==> config.mk <==
export PLATFORM = sky130hd
export DESIGN_NAME = layer_scheduler
export DESIGN_NICKNAME = d
export VERILOG_FILES = /design/src/rtl/nn_sched_pkg.sv /design/src/rtl/index_counter.sv /design/src/rtl/layer_scheduler.sv
export SDC_FILE = /design/constraint.sdc
export NUM_CORES = 1
export LEC_CHECK = 0
export ABC_AREA = 0
export BUFFER_PORTS_ARGS = -buffer_cell sky130_fd_sc_hd__buf_2
export CAP_MARGIN = 20
export CORE_UTILIZATION = 40
export DETAILED_ROUTE_END_ITERATION = 16
export PLACE_DENSITY = 0.65
export SETUP_SLACK_MARGIN = 0.05
export SLEW_MARGIN = 20
export SYNTH_ARGS = -nofsm -noshare
export SYNTH_HDL_FRONTEND = slang
export SYNTH_SLANG_ARGS = --single-unit
==> constraint.sdc <==
create_clock -name clk -period 2.4 [get_ports clk]
set_clock_uncertainty 0.2 [all_clocks]
set_input_delay 0.6 -clock clk [delete_from_list [all_inputs] [get_ports clk]]
set_output_delay 0.6 -clock clk [all_outputs]
set_load 0.01 [all_outputs]
==> src/rtl/nn_sched_pkg.sv <==
// Shared types and constants for the neural-layer scheduler.
// LAYER_SCHED_BIAS_EN adds the BIAS state to the encoding.
package nn_sched_pkg;
  localparam int ADDR_W    = 16;
  localparam int N_IN_DEF  = 16;
  localparam int N_OUT_DEF = 8;

  typedef enum logic [2:0] {
    S_IDLE,
    S_CLEAR,
    S_MAC,
    S_DRAIN,
    S_ACT,
    S_WRITE,
    S_DONE
`ifdef LAYER_SCHED_BIAS_EN
    , S_BIAS
`endif
  } state_t;
endpackage

==> src/rtl/index_counter.sv <==
// Saturating index counter with clear/enable and terminal-count flag.
// Holds at MAX-1 instead of wrapping; clear wins over enable.
module index_counter
  import nn_sched_pkg::*;
#(
  parameter int MAX = 16
) (
  input  logic              clk,
  input  logic              count_rst,
  input  logic              clr,
  input  logic              en,
  output logic [ADDR_W-1:0] cnt,
  output logic              tc
);
  assign tc = (cnt == ADDR_W'(MAX - 1));

  always_ff @(posedge clk or posedge count_rst) begin
    if (count_rst)      cnt <= '0;
    else if (clr)       cnt <= '0;
    else if (en && !tc) cnt <= cnt + ADDR_W'(1);
  end
endmodule

==> src/rtl/layer_scheduler.sv <==
// Sequences CLEAR/MAC/DRAIN/ACT/WRITE per neuron; N_IN+4 cycles per neuron (N_IN+6 with bias).
// Optional LAYER_SCHED_BIAS_EN inserts a bias-weight read before activation; no backpressure.
module layer_scheduler
  import nn_sched_pkg::*;
#(
  parameter int N_IN  = N_IN_DEF,
  parameter int N_OUT = N_OUT_DEF
) (
  input  logic              clk,
  input  logic              count_rst,
  input  logic              start,
  input  logic              abort,
  output logic              ready,
  output logic              busy,
  output logic              rd_en,
  output logic [ADDR_W-1:0] in_addr,
  output logic [ADDR_W-1:0] w_addr,
  output logic              mac_en,
  output logic              acc_clr,
  output logic              act_en,
  output logic              out_we,
  output logic [ADDR_W-1:0] out_addr,
  output logic              done
);
  state_t            state, ns;
  logic [ADDR_W-1:0] in_cnt, out_cnt;
  logic              in_tc, out_tc;
  logic              kill;

  assign kill = abort && (state != S_IDLE);

  index_counter #(.MAX(N_IN)) u_in_cnt (
    .clk       (clk),
    .count_rst (count_rst),
    .clr       (state == S_CLEAR),
    .en        (state == S_MAC),
    .cnt       (in_cnt),
    .tc        (in_tc)
  );

  index_counter #(.MAX(N_OUT)) u_out_cnt (
    .clk       (clk),
    .count_rst (count_rst),
    .clr       (state == S_IDLE),
    .en        (state == S_WRITE),
    .cnt       (out_cnt),
    .tc        (out_tc)
  );

  always_comb begin
    ns = state;
    if (kill) begin
      ns = S_IDLE;
    end else begin
      case (state)
        S_IDLE:  if (start) ns = S_CLEAR;
        S_CLEAR: ns = S_MAC;
        S_MAC:   if (in_tc) ns = S_DRAIN;
`ifdef LAYER_SCHED_BIAS_EN
        S_DRAIN: ns = S_BIAS;
        S_BIAS:  ns = S_ACT;
        // act_en marks the second ACT cycle, after the bias product has landed
        S_ACT:   if (act_en) ns = S_WRITE;
`else
        S_DRAIN: ns = S_ACT;
        S_ACT:   ns = S_WRITE;
`endif
        S_WRITE: ns = out_tc ? S_DONE : S_CLEAR;
        S_DONE:  ns = S_IDLE;
        default: ns = S_IDLE;
      endcase
    end
  end

  always_ff @(posedge clk or posedge count_rst) begin
    if (count_rst) begin
      state   <= S_IDLE;
      ready   <= 1'b1;
      busy    <= 1'b0;
      rd_en   <= 1'b0;
      mac_en  <= 1'b0;
      acc_clr <= 1'b0;
      act_en  <= 1'b0;
      out_we  <= 1'b0;
      done    <= 1'b0;
    end else begin
      state   <= ns;
      ready   <= (ns == S_IDLE);
      busy    <= (ns != S_IDLE);
`ifdef LAYER_SCHED_BIAS_EN
      rd_en   <= (ns == S_MAC) || (ns == S_BIAS);
      act_en  <= (ns == S_ACT) && (state == S_ACT);
`else
      rd_en   <= (ns == S_MAC);
      act_en  <= (ns == S_ACT);
`endif
      mac_en  <= rd_en && !kill;
      acc_clr <= (ns == S_CLEAR);
      out_we  <= (ns == S_WRITE);
      done    <= (ns == S_DONE);
    end
  end

  // Addresses are decoded from the registered state and counter values.
  always_comb begin
    in_addr  = '0;
    w_addr   = '0;
    out_addr = '0;
    case (state)
      S_MAC: begin
        in_addr = in_cnt;
        w_addr  = out_cnt * ADDR_W'(N_IN) + in_cnt;
      end
`ifdef LAYER_SCHED_BIAS_EN
      S_BIAS:  w_addr = ADDR_W'(N_IN * N_OUT) + out_cnt;
`endif
      S_WRITE: out_addr = out_cnt;
      default: ;
    endcase
  end
endmodule

# Word level (Yosys, flattened, before mapping)
# Cells that the tools add are included.
# classes
mul,0
n_addsub,3
n_reduce_logical,13
n_shift,0
magnitude_cmp,0
n_eq_ne,12
bitwise_logic,0
div_mod_pow,0
n_mux,12
# op_table
op,count
2-to-1 mux 16 bit,7
"adder 16 x 1 -> 16 bit, second input constant",2
case mux 3 bit (6 select lines),1
adder 16 bit,1
"equality test 16 x 3 -> 1 bit, second input constant",1
"equality test 16 x 4 -> 1 bit, second input constant",1
"equality test 3 bit, second input constant",5
2-to-1 mux 3 bit,4
"equality test 3 x 2 -> 1 bit, second input constant",3
"equality test 3 x 1 -> 1 bit, second input constant",2
zero test 3 bit,2
nonzero test 3 bit,2
logical AND 1 bit,4
nonzero test 2 bit,2
zero test 1 bit,3
# word_totals
mem_count,0
ff_bits,43
mem_bits_ro,0
latchBits,0
output_inout_bits,56
ram_bits,0
input_bits,4
elab_cells,51

# Logic depth before layout (Yosys ltp)
# Gate-level depths: netlist (run 1).
# logic_depth
depth_word,5
mapped_depth,8
ltp_nobuf,8

# Hierarchy
# Synthesis (run 1) repeated with hierarchy kept, for this count alone.
# hier_totals
hier_cells,343
area_unflattened_um2,3188.1
# by_module_without_submodules
mod,area_per_inst_um2,instances,cells_per_inst,seq_area_each_um2
layer_scheduler,1342.5,1,163,276.5
index_counter (u_out_cnt),957.2,1,90,400.4
index_counter (u_in_cnt),888.4,1,90,400.4

# Worst setup path before layout (run 1)
# OpenSTA, ideal clock, no wires.
# synth_path
path_kind,reg2out
startpoint,register u_in_cnt.cnt[4]
endpoint,output w_addr[12]
path_stages_with_launch,9
required_ns,1.600
path_slack_ns,-0.380
arrival_time_ns,1.980
path_buffers,0
path_cell_list,dfrtp_1 ha_1 inv_1 fa_1 nor2b_1 o31a_1 o41a_1 o21a_1 nor3_1
# synth_via
elab_chain_len,2
# synth_rtl
item,line_no,source
"start, declared",index_counter.sv:12,"output logic [ADDR_W-1:0] cnt,"
"start signal, assigned",index_counter.sv:20,else if (en && !tc) cnt <= cnt + ADDR_W'(1);
adder 16 bit,layer_scheduler.sv:112,w_addr = out_cnt * ADDR_W'(N_IN) + in_cnt;
2-to-1 mux 16 bit,layer_scheduler.sv:109,case (state)
"end, declared",layer_scheduler.sv:17,"output logic [ADDR_W-1:0] w_addr,"
# Every way passes these cells.

# Worst setup path after layout (run 1)
# Same ends and word-level chain as after synthesis.

==> results of run 1 <==
## sequential cells by signal (all words and copies together), names as in the netlist
register,count
acc_clr,1
act_en,1
busy,1
done,1
mac_en,1
out_we,1
rd_en,1
ready,1
state,3
u_in_cnt.cnt,16
u_out_cnt.cnt,16
## synth_stat cells, types with 4 or more instances
cell type   n  area (µm²)
xnor2_1     8        70.1
nor2_1     46         173
xor2_1     23         201
o21ai_0     5        25.0
o21a_1      4        30.0
mux2i_1     5        50.1
ha_1       13         163
nand3b_1    4        30.0
buf_2       4        20.0
inv_1       7        26.3
nor3_1     11        55.1
nor2b_1     4        25.0
nand2_1    19        71.3
and2_1     30         188
dfrtp_1    42        1050
nand3_1    15        75.1
and3_1      7        43.8
nand4_1    10        62.6
clkbuf_1    8        30.0
buf_4       5        37.5
a21oi_1     7        35.0
## layer usage
metal / vias up / global-route usage (%) / part of all wire (%) / routed length, µm
met4: 0 / 7.18 / 2.4 / 216
met3: 20 / 3.64 / 4.8 / 435
met2: 92 / 37.6 / 48 / 4410
met1: 1448 / 32.5 / 45 / 4060
met5: - / 0 / 0 / 0
li1: 1440 / - / - / -
## cells by family (layout without fill, tap and decap cells)
group	after synthesis	count (layout)	share of synthesized area [%]
AOI/OAI and AO/OA	48	48	11.8
muxes	5	5	1.66
xor gates and xnor gates	31	31	8.99
and+or+nand+nor	167	169	31.7
buffers and inverters	25	156	4.14
adders and majority gates	14	14	6.05
DFF	43	43	35.7
## per-stage QoR
stage,cell area [µm²],total power [mW]
after global routing,4600,2.72
after detailed placement,3790,1.57
after global placement,3790,1.56
after CTS,4260,2.38
final,4600,2.57
after floorplan,3090,1.35
## layout make-up
cell class	count	area, µm²
fill	624	2690
multi-input combinational	267	2070
timing repair buffer	141	1190
sequential	43	1080
tap	99	124
clock buffer	5	68.8
clock inverter	3	43.8
inverter	7	26.3
## power by group
group,internal [mW],total (mW),switching [mW]
Sequential,0.799,0.835,0.0364
Clock,0.310,0.589,0.279
Combinational,0.559,1.15,0.592
Total,1.67,2.57,0.907
## critical path: cells and delay by family, from the launching register on
kind                     cells  cell delay (ns)
flip-flops                   1             0.43
buffers and inverters        2             0.20
AND/OR/NAND/NOR              2             0.20
AO/OA/AOI/OAI                3             0.80
adder cells (fa/ha/maj)      2             0.38
## worst paths after layout
path	start	slack, ns	cells past startpoint	to
max	u_in_cnt.cnt[4]	-0.71	9	w_addr[12]
min in group clk	rd_en	0.34	1	mac_en
min	count_rst	0.22	3	u_in_cnt.cnt[0]
max reg2reg	state[2]	0.21	7	ready
max in group asynchronous	count_rst	1.36	3	u_in_cnt.cnt[8]
min reg2reg	rd_en	0.34	1	mac_en
## repair_timing
| action | in CTS | in global routing |
|---|---|---|
| buffers inserted | 11 | 20 |
| gates cloned | 3 | 2 |
| setup endpoints to repair | 47 | 48 |
| pin swaps | 36 | 24 |
| hold buffers | 0 | 0 |
| gates resized for setup | 62 | 47 |
==> run summary, run 1 <==
Endpoints failing hold - 0
GP Congestion - 0.834
Post-Synthesis Cells - 333
Fin crit share - 130%
Detailed Route Iter0 Violations - 138
Crit Path Class - reg -> out
Power Density - 559 mW/mm²
Finished Layout Cells - 565
CP Capture Type - primary output
Pleak - 2.18 nW
Die span in x - 88.9 µm
Routed WL per cell - 16.1 µm
Status - complete, but fails checks
Post-synth EDFFs - 0
Reg clk slew, reported paths - 0.08 ns
Worst Setup Start Kind - flip-flop
Synth Warn # - 0
Worst EP required - 1.60 ns
Post-layout util - 63.1%
Via count - 3000
I/O pin count - 60
Row count - 31
Starting density of the core - 41.4%
Worst-path fanout max - 2
ANT cells - 0
Yosys cell types - 60
Gr ovfl total - 0
Critical path arrival - 2.31 ns
CTS root buffer - clkbuf_8
Maximum VDD drop - 0.519 mV
Post-synth ARST share - 100%
Drt total wl - 9120 µm
Final WS setup - -0.713 ns
1st-pass router iterations - 4
Port bufs - 59
Core ar. - 0.00729 mm²
Final TNS setup - -5.50 ns
Maximum clock rate - 321 MHz
Layout area overhead - 52.4%
Max-cap violations - 0
Gr usage total - 23.4%
Pins Over Slew Limit - 0
CTS tree - built
Synth Flop Type - dfrtp_1
DR vias/cell - 5.31
# DRC - 0
Initial antenna violation count - 0
Post-Syn Area - 0.00302 mm²
Die height - 88.9 µm
Dpl cells - 524
Yosys reg bits - 43
Most frequent cells in the layout - buf_4 (63), nor2_1 (44), buf_6 (43), dfrtp_1 (38), buf_2 (31)
Seq/Total Area, Yosys - 35.7%
CP Cell Sequence - ha_4 > inv_2 > fa_2 > nor2b_4 > o31a_1 > o41a_1 > o21a_1 > nor3_2 > buf_2
Layout cells sized above 1 - 46.8%
H-Tree Depth - 2
TritonCTS Buffers - 5
Max incr delay on CP - 0.43 ns
Post-layout min period - 3.11 ns
Largest net degree at the start of global routing - 44
Hold/Removal Path Class - in -> async
Crit-path slowest cell - dfrtp_2
DP HPWL - 5640 µm
Synthesized area per cell - 9.07 µm²
Nets - 483
Slew margin rel. - 62.1%
First-pass GRT wire length - 13800 µm
Die area - 0.00790 mm²
Commonest non-fill, non-tap cell in the layout - buf_4
Detail Route Antenna Nets - 0
Measured slew at the worst slew-check pin - 0.569 ns
Synthesized Nets - 351
RSZ-0062 raised after global routing - yes
# setup viols final - 23
Vias in the first global route - 2765
Pre-CTS setup slack - -0.349 ns
Worst-Skew Late Latency - 0.31 ns
CTS max path bufs - 2
Failing checks - setup timing
CTS sink count - 43
Min Hold Slack - 0.215 ns
Power figures use the tool's default switching activity.
==> inputs of run 2 (changes only) <==
--- a/config.mk
+++ b/config.mk
@@ -10,7 +10,7 @@
 export CAP_MARGIN = 20
 export CORE_UTILIZATION = 40
 export DETAILED_ROUTE_END_ITERATION = 16
-export PLACE_DENSITY = 0.65
+export PLACE_DENSITY = 0.63
 export SETUP_SLACK_MARGIN = 0.05
 export SLEW_MARGIN = 20
 export SYNTH_ARGS = -nofsm -noshare
==> constraint.sdc (replaced) <==
create_clock -name clk -period 3.4 [get_ports clk]
set_clock_uncertainty 0.2 [all_clocks]
set_input_delay 0.85 -clock clk [delete_from_list [all_inputs] [get_ports clk]]
set_output_delay 0.85 -clock clk [all_outputs]
set_load 0.01 [all_outputs]
==> run 2 against run 1 <==
The run now ends clean. Worst hold slack gained 0.12 ns. Critical path depth is the same. Die area is the same. Core utilization shrank 13 points. Non-clock buffer count shrank 68. Setup slack gained 0.78 ns. Via count shrank 13%. Cell area shrank 21%. Clock-buffer cell count grew 3. Final cell count shrank 12%. Sequential power shrank 28%. Critical endpoint unchanged.
==> run summary, run 2 (same netlist as run 1, synthesis figures left out) <==
Status - completed
Vias in the first global route - 2259
Top Registers - u_in_cnt.cnt: 16 flops, u_out_cnt.cnt: 16 flops, state: 3 flops
DRT met1 WL - 3530 µm
Post-layout util - 49.6%
Internal power - 921 µW
Hold/Removal Path Class - reg -> reg
Layout area overhead - 19.9%
First-pass GRT wire length - 11500 µm
Row count - 31
Post-layout min period - 3.34 ns
Gr usage total - 19.1%
Top Layer Used - met4
Worst EP required - 2.35 ns
TritonCTS Buffers - 5
Endpoints failing hold - 0
Worst-Skew Late Latency - 0.30 ns
Worst Setup Start Kind - flip-flop
CTS sink count - 43
# DRC - 0
Power Total - 1.44 mW
Finished Cell Area - 0.00362 mm²
Starting density of the core - 41.4%
DR vias/cell - 5.28
Maximum VDD drop - 0.313 mV
RSZ-0062 raised after global routing - yes
Die height - 88.9 µm
Detailed Route Iter0 Violations - 176
Power Density - 397 mW/mm²
Clk pwr share - 25.5%
DP HPWL - 5190 µm
ANT cells - 0
Layout cells sized above 1 - 26.8%
Sw Share - 35.9%
Drt total wl - 7260 µm
CTS tree - built
Largest net degree at the start of global routing - 30
Die span in x - 88.9 µm
Met2 wire len - 3370 µm
Pleak - 1.74 nW
Final WS setup - 0.0628 ns
Most frequent cells in the layout - buf_2 (59), nor2_1 (46), dfrtp_1 (40), and2_1 (30), xor2_1 (23)
Max incr delay on CP - 0.40 ns
Die area - 0.00790 mm²
Crit-path slowest cell - dfrtp_1
Critical path arrival - 2.29 ns
CTS root buffer - clkbuf_8
Dpl cell area - 0.00341 mm²
I/O pin count - 60
CP Capture Type - primary output
NetSw - 515 µW
Met3 Wirelength - 269 µm
H-Tree Depth - 2
Nets - 413
CP Cell Sequence - ha_2 > inv_2 > fa_2 > nor2b_4 > o31a_1 > o41a_1 > o21a_1 > nor3_1 > buf_2
Gr ovfl total - 0
Finished Layout Cells - 495
Slew margin rel. - 54.4%
Gate power share - 32.9%
Port bufs - 59
Via count - 2613
# setup viols final - 0
Worst-path fanout max - 3
Max-cap violations - 0
1st-pass router iterations - 4
Detail Route Antenna Nets - 0
Commonest non-fill, non-tap cell in the layout - buf_2
Sequential power share - 41.6%
Crit Path Class - reg -> out
Reg clk slew, reported paths - 0.08 ns
Pins Over Slew Limit - 0
Dpl cells - 481
Pre-CTS setup slack - 0.281 ns
Maximum clock rate - 300 MHz
Initial antenna violation count - 0
Routed WL per cell - 14.7 µm
Core ar. - 0.00729 mm²
CTS max path bufs - 2
Fin crit share - 98.2%
Measured slew at the worst slew-check pin - 0.683 ns
GP Congestion - 0.853
[run 2: cell types whose count changed in the layout (fill, tap and decap cells not counted), moves of 24 or more]
cell / change
buf_4: -50
buf_6: -43
buf_2: +28
and2_1: +24
and2_4: -24
[run 2: critical path: cells and delay by family (launching register included)]
| family | cells | cell delay, ns |
|---|---|---|
| fa+ha+maj | 2 | 0.44 |
| simple gates | 2 | 0.16 |
| compound gates | 3 | 0.77 |
| buf+inv | 2 | 0.22 |
| flops | 1 | 0.40 |
[run 2: cell type report]
class                           instances  area [µm²]
Tap cell                               99         124
Clock buffer                            8         100
Fill cell                             750        3670
Sequential cell                        43        1080
Inverter                                7        26.3
Multi-Input combinational cell        265        1880
Timing Repair Buffer                   73         413
[run 2: worst paths after layout]
check,start,end,slack [ns],cells past startpoint
hold reg to reg,rd_en,mac_en,0.33,1
setup / recovery,u_in_cnt.cnt[4],w_addr[12],0.06,9
min in group asynchronous,count_rst,u_in_cnt.cnt[12],0.44,2
max in group asynchronous,count_rst,ready,1.90,3
hold / removal,rd_en,mac_en,0.33,1
setup reg to reg,state[0],u_out_cnt.cnt[15],1.33,5
[run 2: metal layers]
layer  vias up  global-route usage (%)
li1       1303                       -
met1      1241                    27.7
met2        61                    29.2
met3         8                    2.99
met4         0                    5.72
met5         -                       0
[run 2: power by group through the flow]
stage | sequential, mW | clock (mW) | combinational, mW
5_1_grt | 0.606 | 0.390 | 0.520
6_report | 0.598 | 0.366 | 0.472
4_1_cts | 0.599 | 0.373 | 0.473
2_1_floorplan | 0.610 | 0 | 0.338
3_5_place_dp | 0.609 | 0 | 0.470
3_3_place_gp | 0.610 | 0 | 0.465
[run 2: repair_timing]
action / in CTS / in global routing
gates resized for setup: 5 / 10
pin swaps: 0 / 2
hold buffers: 0 / 0
setup buffers: 2 / 4
endpoints found under the setup margin: 5 / 5
[run 2: per-stage QoR]
step	setup TNS (ns)	hold WS, ns
global route	-0.0691	0.361
global placement	0	0.333
CTS	0	0.347
detailed placement	0	0.333
finish	0	0.335
floorplan	0	0.309
